===== config.mk =====
export PLATFORM = sky130hd
export DESIGN_NAME = alu_result_tx_flat
export DESIGN_NICKNAME = d
export VERILOG_FILES = /design/src/rtl/alu_result_tx_pkg.sv /design/src/rtl/alu_result_tx_if.sv /design/src/rtl/alu_result_tx_baud.sv /design/src/rtl/alu_result_tx.sv /design/src/flat_wrapper.sv
export SDC_FILE = /design/constraint.sdc
export NUM_CORES = 1
export LEC_CHECK = 0
export ABC_CLOCK_PERIOD_IN_PS = 5600
export CELL_PAD_IN_SITES_DETAIL_PLACEMENT = 1
export CELL_PAD_IN_SITES_GLOBAL_PLACEMENT = 1
export CORE_MARGIN = 2
export CORE_UTILIZATION = 45
export CTS_CLUSTER_SIZE = 8
export DETAILED_ROUTE_END_ITERATION = 8
export PLACE_DENSITY_LB_ADDON = 0.1
export SKIP_CTS_REPAIR_TIMING = 1
export SLEW_MARGIN = 0
export SYNTH_ARGS = -nofsm -noshare
export SYNTH_HDL_FRONTEND = slang
export SYNTH_HIERARCHICAL = 1
export SYNTH_SLANG_ARGS = --single-unit

===== constraint.sdc =====
create_clock -name clk -period 5.6 [get_ports clk]
set_input_delay 1.68 -clock clk [delete_from_list [all_inputs] [get_ports clk]]
set_output_delay 1.68 -clock clk [all_outputs]
set_load 0.01 [all_outputs]

===== src/rtl/alu_result_tx_pkg.sv =====
// Shared types and constants for the ALU result serial transmitter.
// ALU_TX_PARITY_EN adds an even-parity bit to every frame.
package alu_tx_pkg;

  typedef enum logic [2:0] {
    IDLE   = 3'd0,
    START  = 3'd1,
    DATA   = 3'd2,
    PARITY = 3'd3,
    STOP   = 3'd4
  } tx_state_t;

  localparam int   FLAG_ZERO  = 0;
  localparam int   FLAG_CARRY = 1;
  localparam int   FLAG_OVF   = 2;
  localparam logic IDLE_LEVEL = 1'b1;
  localparam int   NUM_BYTES  = 2;
  localparam int   BYTE_W     = 8;

  function automatic logic [BYTE_W-1:0] pack_flags(
    input logic z,
    input logic c,
    input logic o
  );
    logic [BYTE_W-1:0] f;
    f             = '0;
    f[FLAG_ZERO]  = z;
    f[FLAG_CARRY] = c;
    f[FLAG_OVF]   = o;
    return f;
  endfunction

endpackage


===== src/rtl/alu_result_tx_if.sv =====
// Request/status bundle between the ALU side and the result transmitter.
// ALU_TX_PARITY_EN does not change this bundle.
interface alu_result_tx_if;
  import alu_tx_pkg::*;

  logic              start;
  logic [BYTE_W-1:0] result;
  logic              zero;
  logic              carry;
  logic              overflow;
  logic              tx;
  logic              busy;
  logic              done;

  modport master (
    output start, result, zero, carry, overflow,
    input  tx, busy, done
  );

  modport slave (
    input  start, result, zero, carry, overflow,
    output tx, busy, done
  );

endinterface


===== src/rtl/alu_result_tx_baud.sv =====
// Bit-period counter: wraps every CLKS_PER_BIT cycles, held at 0 by i_clr.
// Unaffected by ALU_TX_PARITY_EN.
module alu_tx_baud
  import alu_tx_pkg::*;
#(
  parameter int CLKS_PER_BIT = 868
) (
  input  logic clk,
  input  logic rst,
  input  logic i_clr,
  output logic o_tick
);

  localparam int CW = $clog2(CLKS_PER_BIT);
  localparam logic [CW-1:0] LAST = CW'(CLKS_PER_BIT - 1);

  logic [CW-1:0] r_cnt;
  logic          w_last;

  assign w_last = (r_cnt == LAST);
  assign o_tick = w_last && !i_clr;

  always_ff @(posedge clk) begin
    if (rst || i_clr) begin
      r_cnt <= '0;
    end else if (w_last) begin
      r_cnt <= '0;
    end else begin
      r_cnt <= r_cnt + 1'b1;
    end
  end

endmodule


===== src/rtl/alu_result_tx.sv =====
// Sends the latched ALU result then the flag byte as two serial frames.
// Define ALU_TX_PARITY_EN for an even-parity bit before each stop bit.
module alu_result_tx
  import alu_tx_pkg::*;
#(
  parameter int CLKS_PER_BIT = 868,
  parameter int DATA_W       = 8
) (
  input logic           clk,
  input logic           rst,
  alu_result_tx_if.slave bus
);

  if (DATA_W != 8) begin : g_bad_width
    $error("alu_result_tx: DATA_W must be 8");
  end
  if (CLKS_PER_BIT < 2 || CLKS_PER_BIT > 65535) begin : g_bad_cpb
    $error("alu_result_tx: CLKS_PER_BIT out of range");
  end

  localparam logic [2:0] S_IDLE   = IDLE;
  localparam logic [2:0] S_START  = START;
  localparam logic [2:0] S_DATA   = DATA;
  localparam logic [2:0] S_STOP   = STOP;
`ifdef ALU_TX_PARITY_EN
  localparam logic [2:0] S_PARITY = PARITY;
`endif
  localparam logic LAST_BYTE = 1'(NUM_BYTES - 1);

  logic [2:0]        r_state;
  logic [BYTE_W-1:0] r_byte0;
  logic [BYTE_W-1:0] r_byte1;
  logic [BYTE_W-1:0] r_shift;
  logic [2:0]        r_bit;
  logic              r_byte_idx;
  logic              r_tx;
  logic              r_busy;
  logic              r_done;
  logic              w_tick;
  logic              w_clr;
  logic [BYTE_W-1:0] w_cur;

  assign w_clr = (r_state == S_IDLE);
  assign w_cur = r_byte_idx ? r_byte1 : r_byte0;

  alu_tx_baud #(
    .CLKS_PER_BIT(CLKS_PER_BIT)
  ) u_baud (
    .clk   (clk),
    .rst   (rst),
    .i_clr (w_clr),
    .o_tick(w_tick)
  );

  always_ff @(posedge clk) begin
    if (rst) begin
      r_state    <= S_IDLE;
      r_byte0    <= '0;
      r_byte1    <= '0;
      r_shift    <= '0;
      r_bit      <= '0;
      r_byte_idx <= 1'b0;
      r_tx       <= IDLE_LEVEL;
      r_busy     <= 1'b0;
      r_done     <= 1'b0;
    end else begin
      r_done <= 1'b0;
      unique case (r_state)
        S_IDLE: begin
          if (bus.start) begin
            r_byte0    <= bus.result;
            r_byte1    <= pack_flags(bus.zero,
                                     bus.carry,
                                     bus.overflow);
            r_byte_idx <= 1'b0;
            r_tx       <= 1'b0;
            r_busy     <= 1'b1;
            r_state    <= S_START;
          end
        end
        S_START: begin
          if (w_tick) begin
            r_tx    <= w_cur[0];
            r_shift <= w_cur >> 1;
            r_bit   <= '0;
            r_state <= S_DATA;
          end
        end
        S_DATA: begin
          if (w_tick) begin
            if (r_bit == 3'd7) begin
`ifdef ALU_TX_PARITY_EN
              r_tx    <= ^w_cur;
              r_state <= S_PARITY;
`else
              r_tx    <= IDLE_LEVEL;
              r_state <= S_STOP;
`endif
            end else begin
              r_tx    <= r_shift[0];
              r_shift <= r_shift >> 1;
              r_bit   <= r_bit + 1'b1;
            end
          end
        end
`ifdef ALU_TX_PARITY_EN
        S_PARITY: begin
          if (w_tick) begin
            r_tx    <= IDLE_LEVEL;
            r_state <= S_STOP;
          end
        end
`endif
        S_STOP: begin
          if (w_tick) begin
            if (r_byte_idx == LAST_BYTE) begin
              r_busy  <= 1'b0;
              r_done  <= 1'b1;
              r_state <= S_IDLE;
            end else begin
              // back-to-back frames: no idle gap
              r_tx       <= 1'b0;
              r_byte_idx <= 1'b1;
              r_state    <= S_START;
            end
          end
        end
        default: begin
          r_tx    <= IDLE_LEVEL;
          r_busy  <= 1'b0;
          r_state <= S_IDLE;
        end
      endcase
    end
  end

  assign bus.tx   = r_tx;
  assign bus.busy = r_busy;
  assign bus.done = r_done;

endmodule


===== src/flat_wrapper.sv =====
// flat-port wrapper written by rule: the top's interface ports become plain ports
module alu_result_tx_flat import alu_tx_pkg::*;
#(
  parameter int CLKS_PER_BIT = 868,
  parameter int DATA_W       = 8
)
  (clk, rst, bus_start, bus_result, bus_zero, bus_carry, bus_overflow, bus_tx, bus_busy, bus_done);
  alu_result_tx_if bus_i ();
  input logic clk;
  input logic rst;
  input wire logic [$bits(bus_i.start)-1:0] bus_start;
  input wire logic [$bits(bus_i.result)-1:0] bus_result;
  input wire logic [$bits(bus_i.zero)-1:0] bus_zero;
  input wire logic [$bits(bus_i.carry)-1:0] bus_carry;
  input wire logic [$bits(bus_i.overflow)-1:0] bus_overflow;
  output wire logic [$bits(bus_i.tx)-1:0] bus_tx;
  output wire logic [$bits(bus_i.busy)-1:0] bus_busy;
  output wire logic [$bits(bus_i.done)-1:0] bus_done;
  assign bus_i.start = bus_start;
  assign bus_i.result = bus_result;
  assign bus_i.zero = bus_zero;
  assign bus_i.carry = bus_carry;
  assign bus_i.overflow = bus_overflow;
  assign bus_tx = bus_i.tx;
  assign bus_busy = bus_i.busy;
  assign bus_done = bus_i.done;
  alu_result_tx #(.CLKS_PER_BIT(CLKS_PER_BIT), .DATA_W(DATA_W)) u_core (.clk(clk), .rst(rst), .bus(bus_i));
endmodule

Word level (Yosys, flattened, before mapping)
Cells that the tools add are included.

storage, ports and cells
  register bits after elaboration = 39
  bits of input ports = 14
  word-level logic and storage cells = 73

operators by class
  $add $sub $neg = 2
  equal/unequal tests = 13
  multiplexer cells = 30
  bitwise gates (word level) = 3
  reduce and logical (&&, ||, !) cells = 15

operator list
  cell                                                                     number
  8-bit 2-to-1 mux                                                         4
  3-bit 2-to-1 mux                                                         8
  8-bit one-hot mux with 2 select lines                                    1
  1-bit 2-to-1 mux                                                         12
  2-bit inequality test, second input constant                             6
  3-bit one-hot mux with 4 select lines                                    1
  10-bit by 1-bit adder with 10-bit output, second input constant          1
  10-bit equality test, second input constant                              1
  5-bit AND reduction                                                      2
  4-bit AND reduction                                                      2
  3-bit equality test, second input constant                               2
  3-bit one-hot mux with 2 select lines                                    1
  2-bit by 1-bit inequality test with 1-bit output, second input constant  2
  1-bit one-hot mux with 4 select lines                                    1
  2-bit nonzero test                                                       2
  2-bit OR reduction                                                       2
  3-bit by 1-bit adder with 3-bit output, second input constant            1
  3-bit by 1-bit equality test with 1-bit output, second input constant    1
  3-bit by 2-bit equality test with 1-bit output, second input constant    1
  3-bit logical NOT                                                        1
  1-bit inverter                                                           3
  1-bit one-hot mux with 3 select lines                                    1
  3-bit AND reduction                                                      1
  3-bit OR reduction                                                       1
  5 further kinds                                                          5

Depth between registers and ports, before layout
Gate-level depths: netlist of run 1.

  depth in word-level cells = 5
  mapped depth = 9
  gate-level depth less buffers = 8

Cells and area by module
The synthesis of run 1 kept the hierarchy.

modules (own cells, without submodules)
  module         times used  cells an instance  area each (um2)
  alu_result_tx  1           160                1312.5
  alu_tx_baud    1           48                 450.4

Worst setup path after synthesis of run 1
Ideal clock, no wire load.

  path type = in2reg
  from = in bus_start
  to = reg u_core.r_tx, in the netlist u_core/bus.tx
  data arrival time = 2.385 ns
  data required time = 5.468 ns
  setup slack = 3.083 ns
  stages = 4
  path through = nand2b_1 o311a_1 o21ai_0 or3b_2

on the way
  longest elaborated chain between the ends = 2

RTL lines
  what                                    RTL line              text
  start, declared                         flat_wrapper.sv:11    input wire logic [$bits(bus_i.start)-1:0] bus_start;
  2-bit inequality test (no source line)  --
  5-bit AND reduction (no source line)    --
  end signal, assigned                    alu_result_tx.sv:83   r_tx <= w_cur[0];
  end signal, assigned                    alu_result_tx.sv:100  r_tx <= r_shift[0];
  end, declared                           alu_result_tx.sv:36   logic r_tx;

Every way passes these cells.
A chain may end at the register's enable or synchronous reset.

Worst setup path after layout of run 1
  from = in rst
  to = reg u_core.u_baud.r_cnt[2]

on the way
  longest elaborated chain between the ends = 2

RTL lines
  what                                 RTL line                  text
  start, declared                      flat_wrapper.sv:10        input logic rst;
  1-bit logical OR                     alu_result_tx_baud.sv:24  if (rst || i_clr) begin
  2-bit OR reduction (no source line)  --
  end signal, assigned                 alu_result_tx_baud.sv:29  r_cnt <= r_cnt + 1'b1;
  end, declared                        alu_result_tx_baud.sv:17  logic [CW-1:0] r_cnt;

Every way passes these cells.

==> results of run 1 <==
==> worst max-delay path, stage by stage <==
cell and delay (ns):
clkdlybuf4s50_1 0.93, nor2_1 0.49, nand2_4 0.13, nor2_1 0.14
==> metrics by stage <==
stage                     hold WS (ns)  std cells
final                           0.4538        268
after global placement          0.4386        260
after detailed placement        0.4451        260
after CTS                       0.4567        268
after global routing            0.4788        268
after floorplan                 0.4261        208
==> final timing paths <==
| check | slack, ns | start | endpoint | cells past startpoint |
|---|---|---|---|---|
| max | 2.46 | rst | u_core/u_baud/r_cnt[2] | 4 |
| max reg2reg | 2.53 | u_core/u_baud/r_cnt[0] | u_core/r_shift[3] | 8 |
| min reg2reg | 0.45 | u_core/r_byte0[2] | u_core/r_byte0[2] | 2 |
| min | 0.45 | u_core/r_byte0[2] | u_core/r_byte0[2] | 2 |
==> power by group through the flow <==
stage | sequential, mW | clock (mW) | combinational [mW]
2_1_floorplan | 0.287 | 0 | 0.0225
3_3_place_gp | 0.288 | 0 | 0.0369
3_5_place_dp | 0.288 | 0 | 0.0386
4_1_cts | 0.282 | 0.236 | 0.0390
5_1_grt | 0.283 | 0.251 | 0.0433
6_report | 0.282 | 0.229 | 0.0381
==> cell usage in the layout, fill, tap and decap left out, drive strengths merged, types with 2 or more instances in the layout <==
cell / synthesis / routed
dfxtp: 38 / 38
nand2: 34 / 34
a21oi: 25 / 25
nor2: 22 / 22
clkdlybuf4s50: 0 / 16
nand2b: 7 / 7
nand3: 7 / 7
nor3: 6 / 6
a211oi: 6 / 6
clkbuf: 8 / 5
nor3b: 5 / 5
mux2i: 4 / 4
xor2: 4 / 4
o21ai: 3 / 3
ha: 3 / 3
xnor2: 3 / 3
or3b: 3 / 3
clkinvlp: 0 / 2
inv: 2 / 2
a2bb2oi: 2 / 2
or2: 2 / 2
o31a: 2 / 2
o211ai: 2 / 2
nand4: 2 / 2
==> area by class of cell <==
class | instances | area [sq um]
fillers | 448 | 1674
multi-input cells | 156 | 939.7
inverters | 2 | 7.507
well taps | 48 | 60.06
repair buffers | 16 | 160.2
clock inverters | 3 | 45.04
clock buffers | 5 | 68.82
flip-flops and latches | 38 | 760.7
==> routing by layer <==
metal | part of all wire (%) | vias to the layer above | routed length, um | track usage [%]
li1 | - | 748 | - | -
met1 | 43 | 712 | 1740 | 22.95
met2 | 53 | 17 | 2130 | 40.00
met3 | 2.5 | 4 | 102 | 5.068
met4 | 1.0 | 0 | 42 | 6.122
met5 | 0 | - | 0 | 0
==> kinds of logic after synthesis <==
kind of cell	Yosys count	synth area share, %
buffers and inverters	14	3.549
AOI/OAI and AO/OA	48	18.03
adders and majority gates	3	2.129
and+or+nand+nor	94	27.40
muxes	4	2.271
DFF	38	43.15
xor gates and xnor gates	7	3.478
==> registers in the layout, indices dropped and copies added (netlist names) <==
name / count
u_core/u_baud/r_cnt: 10
u_core/r_byte0: 8
u_core/r_shift: 7
u_core/r_bit: 3
u_core/r_byte1: 3
u_core/r_state: 3
u_core/bus.busy: 1
u_core/bus.done: 1
u_core/bus.tx: 1
u_core/r_byte_idx: 1
==> impl_metrics.py, run 1 <==
metrics = {
    "synth": {
        "synth.most_common_cell": "dfxtp_1",
        "synth_cell_types": 45,
        "syn_avg_cell_area_sq_um": 8.476,
        "ys_seq_area_share_pct": 43.15,
        "synthFlopType": "dfxtp_1",
        "yosys_warnings": 6,
        "syn-cell-area_sq_um": 1763,
        "ys_top_cells_by_count": "dfxtp_1 (38), nand2_1 (33), a21oi_1 (25)",
        "syn_inst": 208,
        "synthArstFlopShare_pct": 0,
        "synth_edf_count": 0,
        "synth_top_area_share_pct": 43.15,
        "synth_top_cell_by_area": "dfxtp_1",
        "ys_seq_elements": 38,
        "synth.area.top_cells": "dfxtp_1 (43%), a21oi_1 (7.1%), nand2_1 (7.0%)",
        "synth_fp_nets": 225,
    },
    "floorplanning": {
        "fp.dieW_um": 66.59,
        "die-area_sq_um": 4434,
        "boundaryPins": 17,
        "die_y_um": 66.59,
        "start_util_pct": 47.44,
        "core-area_sq_um": 3716,
        "num_rows": 22,
    },
    "global_route": {
        "grt_util_all_layers_pct": 21.10,
        "grt_pass1_vias": 1562,
        "grt_max_degree": 30,
        "grt_first_pass_wirelength_um": 7010,
        "antenna_found_initial": 0,
        "grt_overflow": 0,
    },
    "clocking": {
        "htree_levels": 2,
        "cts-root-buf": "clkbuf_8",
        "cts_made_buffers": 5,
        "cts_sinks": 38,
        "tritoncts": "done",
        "cts_buffer_depth": 2,
        "cts.clk_slew.worst_paths_ns": 0.08,
        "clk-insertion-delay-late_ns": 0.29,
    },
    "routing": {
        "drcViolationCount": 0,
        "ant_nets": 0,
        "viasPerCell": 5.526,
        "vias": 1481,
        "drt_wl_total_um": 4015,
        "drtIter0Drc": 38,
        "drt_pass1_iterations": 4,
        "wl_per_cell_um": 14.98,
    },
    "final_layout": {
        "design_area_sq_um": 2042,
        "area_growth_pct": 15.83,
        "fin_nets": 236,
        "drive_gt1_share_pct": 8.182,
        "num_antenna_cells": 0,
        "fin_util_pct": 54.95,
    },
    "power_and_ir_drop": {
        "p_seq_share_pct": 51.4,
        "power.total_uw": 548.8,
        "irDropWorstVdd_mv": 0.1634,
        "power.leakage_nw": 0.6847,
        "pwr-share-comb_pct": 7.0,
        "p_int_uw": 428.0,
        "swShare_pct": 22.01,
        "power.share.clock_pct": 41.7,
        "p_sw_uw": 120.8,
        "powerDensity_nw_per_um2": 268.8,
    },
    "critical_path": {
        "worstPathArrival_ns": 3.37,
        "start_kind": "input port",
        "worstSetupPathType": "in -> reg",
        "crit_path_max_fanout": 29,
        "crit_required_ns": 5.82,
        "worstSetupEndpointType": "flip-flop",
    },
    "timing": {
        "slew_violations": 0,
        "fmax_mhz": 318.0,
        "rsz0062_at_grt": "no",
        "worst_slew_pin_slew_ns": 1.035,
        "max_slew_margin_pct": 30.77,
        "tns_ns": 0,
        "finalCritPeriodShare_pct": 56.16,
        "final-setup-viol-count": 0,
        "hold_violations": 0,
        "setup_ws_ns": 2.455,
        "finalCriticalPeriod_ns": 3.145,
        "skew_ns": 0.003169,
    },
    "placed_design": {
        "post_dp_cell_area_sq_um": 1928,
        "port_buffers": 16,
        "post-place-ws_ns": 2.112,
        "dpl.hpwl_um": 2801,
        "finalWeightedCongestion": 0.7052,
    },
    "hold_path": {
        "hold_class": "reg -> reg",
    },
    "status": {
        "outcome": "complete, no violations",
    },
    "run": {
        "drv_cap": 0,
    },
}
Power figures use the tool's default switching activity.
==> inputs of run 2 (changes only) <==
Settings changed: ABC_CLOCK_PERIOD_IN_PS 5600 to 3000, CORE_UTILIZATION 45 to 42.
Clock period 5.6 ns to 3 ns, I/O delays scaled along.
==> run 2 against run 1 <==
  * Sequential share of layout area fell by 0.25 points
  * Clock skew up 0.00067 ns
  * Worst hold slack better by 0.0051 ns
  * First-iteration DRC count increased by 110%
  * Final cell count is 2.2% higher
  * Combinational power increased by 90%
  * Register-to-register slack lost 2.1 ns
  * Critical path depth is 4 higher
  * Non-clock buffer count grew 4
  * Global-route usage fell by 1.3 points
  * Cell area rose by 0.67%
  * Critical endpoint is now u_core/bus.tx
  * Highest routed layer unchanged
==> impl_metrics.py, run 2 (synthesized netlist as in run 1, its figures left out) <==
metrics = {
    "status": {
        "outcome": "complete, no violations",
    },
    "power_and_ir_drop": {
        "irDropWorstVdd_mv": 0.2662,
        "power.leakage_nw": 0.7027,
        "powerDensity_nw_per_um2": 469.1,
    },
    "global_route": {
        "grt_util_all_layers_pct": 19.84,
        "antenna_found_initial": 0,
        "grt_max_degree": 25,
        "grt_first_pass_wirelength_um": 6748,
        "grt_pass1_vias": 1524,
        "grt_overflow": 0,
    },
    "final_layout": {
        "largest_register_ffs": 10,
        "multiInputGateArea_sq_um": 939.7,
        "area_growth_pct": 16.61,
        "register_area_sq_um": 760.7,
        "most-common-layout-cells": "dfxtp_1 (38), nand2_1 (33), a21oi_1 (25)",
        "final_common_cell": "dfxtp_1",
        "num_antenna_cells": 0,
        "fin_nets": 240,
        "drive_gt1_share_pct": 9.821,
        "largest-register": "u_core/u_baud/r_cnt",
        "fillers": 498,
        "top_regs": "u_core/u_baud/r_cnt (10), u_core/r_byte0 (8), u_core/r_shift (7)",
    },
    "timing": {
        "holdWs_ns": 0.4589,
        "slew_violations": 0,
        "finalCriticalPeriod_ns": 2.533,
        "final-setup-viol-count": 0,
        "finalCritPeriodShare_pct": 84.45,
        "hold_violations": 0,
        "tns_ns": 0,
        "max_slew_margin_pct": 57.08,
        "rsz0062_at_grt": "no",
        "worst_slew_pin_slew_ns": 0.6410,
        "skew_ns": 0.003840,
        "fmax_mhz": 394.7,
    },
    "routing": {
        "drtIter0Drc": 81,
        "drcViolationCount": 0,
        "ant_nets": 0,
        "vias": 1522,
        "drt_pass1_iterations": 4,
        "drt_wl_total_um": 4030,
        "wl_per_cell_um": 14.71,
        "viasPerCell": 5.555,
    },
    "clocking": {
        "cts_buffer_depth": 2,
        "cts_made_buffers": 5,
        "clk-insertion-delay-late_ns": 0.29,
        "cts_sinks": 38,
        "tritoncts": "done",
        "htree_levels": 2,
        "cts-root-buf": "clkbuf_8",
        "cts.clk_slew.worst_paths_ns": 0.08,
    },
    "critical_path": {
        "start_kind": "flip-flop",
        "crit_path_max_fanout": 4,
        "worstSetupEndpointType": "flip-flop",
        "crit_required_ns": 3.17,
        "worstPathArrival_ns": 2.70,
        "rrSetupSlack_ns": 0.47,
        "worstSetupPathType": "reg -> reg",
    },
    "hold_path": {
        "hold_class": "reg -> reg",
    },
    "placed_design": {
        "dpl.hpwl_um": 2964,
        "port_buffers": 16,
        "finalWeightedCongestion": 0.8508,
    },
    "floorplanning": {
        "core-area_sq_um": 4029,
        "start_util_pct": 43.76,
        "die-area_sq_um": 4731,
        "die_y_um": 68.79,
        "fp.dieW_um": 68.79,
        "num_rows": 23,
        "boundaryPins": 17,
    },
    "run": {
        "drv_cap": 0,
    },
}
## run 2: final cells by class
class / instances / share of cell area (%)
clock buffers: 6 / 4.017
clock inverters: 2 / 0.6086
inverters: 2 / 0.3652
multi-input cells: 156 / 45.71
flip-flops and latches: 38 / 37.01
well taps: 50 / 3.043
repair buffers: 20 / 9.251
## run 2: worst paths after layout
path / endpoint / depth (start not counted) / from
max: u_core/bus.tx / 8 / u_core/u_baud/r_cnt[0]
min: u_core/r_byte1[1] / 2 / u_core/r_byte1[1]
max reg2reg: u_core/bus.tx / 8 / u_core/u_baud/r_cnt[0]
min reg2reg: u_core/r_byte1[1] / 2 / u_core/r_byte1[1]
## run 2: stage by stage
stage          util, %  instances  power, mW  worst slack, ns  cell area [sq um]
2_1_floorplan        -        208     0.5768           0.5715               1763
3_3_place_gp     48.66        266     0.6080           0.5989               1961
3_5_place_dp     48.66        266     0.6114           0.4677               1961
4_1_cts          51.02        274     0.9806           0.4528               2056
5_1_grt          51.02        274      1.012           0.3652               2056
6_report         51.02        274     0.9644           0.4665               2056
## run 2: worst max-delay path, stage by stage, from the launching register on
cell and delay (ns):
dfxtp_1 0.38, ha_1 0.24, nand4bb_2 0.14, or4_4 0.46, nor2_1 0.15, inv_1 0.12, o311a_1 0.32, o21ai_0 0.15
or3b_2 0.45
## run 2: layer usage
metal  vias to the layer above  global-route usage (%)  share of wire [%]
met5                         -                       0                  0
met4                         0                   8.088                1.7
met3                         7                   6.494                4.5
met2                        27                   34.38                 50
met1                       732                   22.36                 44
li1                        756                       -                  -
## run 2: power breakdown
group / internal, mW / total, mW / switching, mW / leakage [nW]
clock network: 0.185 / 0.366 / 0.181 / 0.0472
registers: 0.517 / 0.527 / 0.00961 / 0.309
logic: 0.0357 / 0.0722 / 0.0365 / 0.347
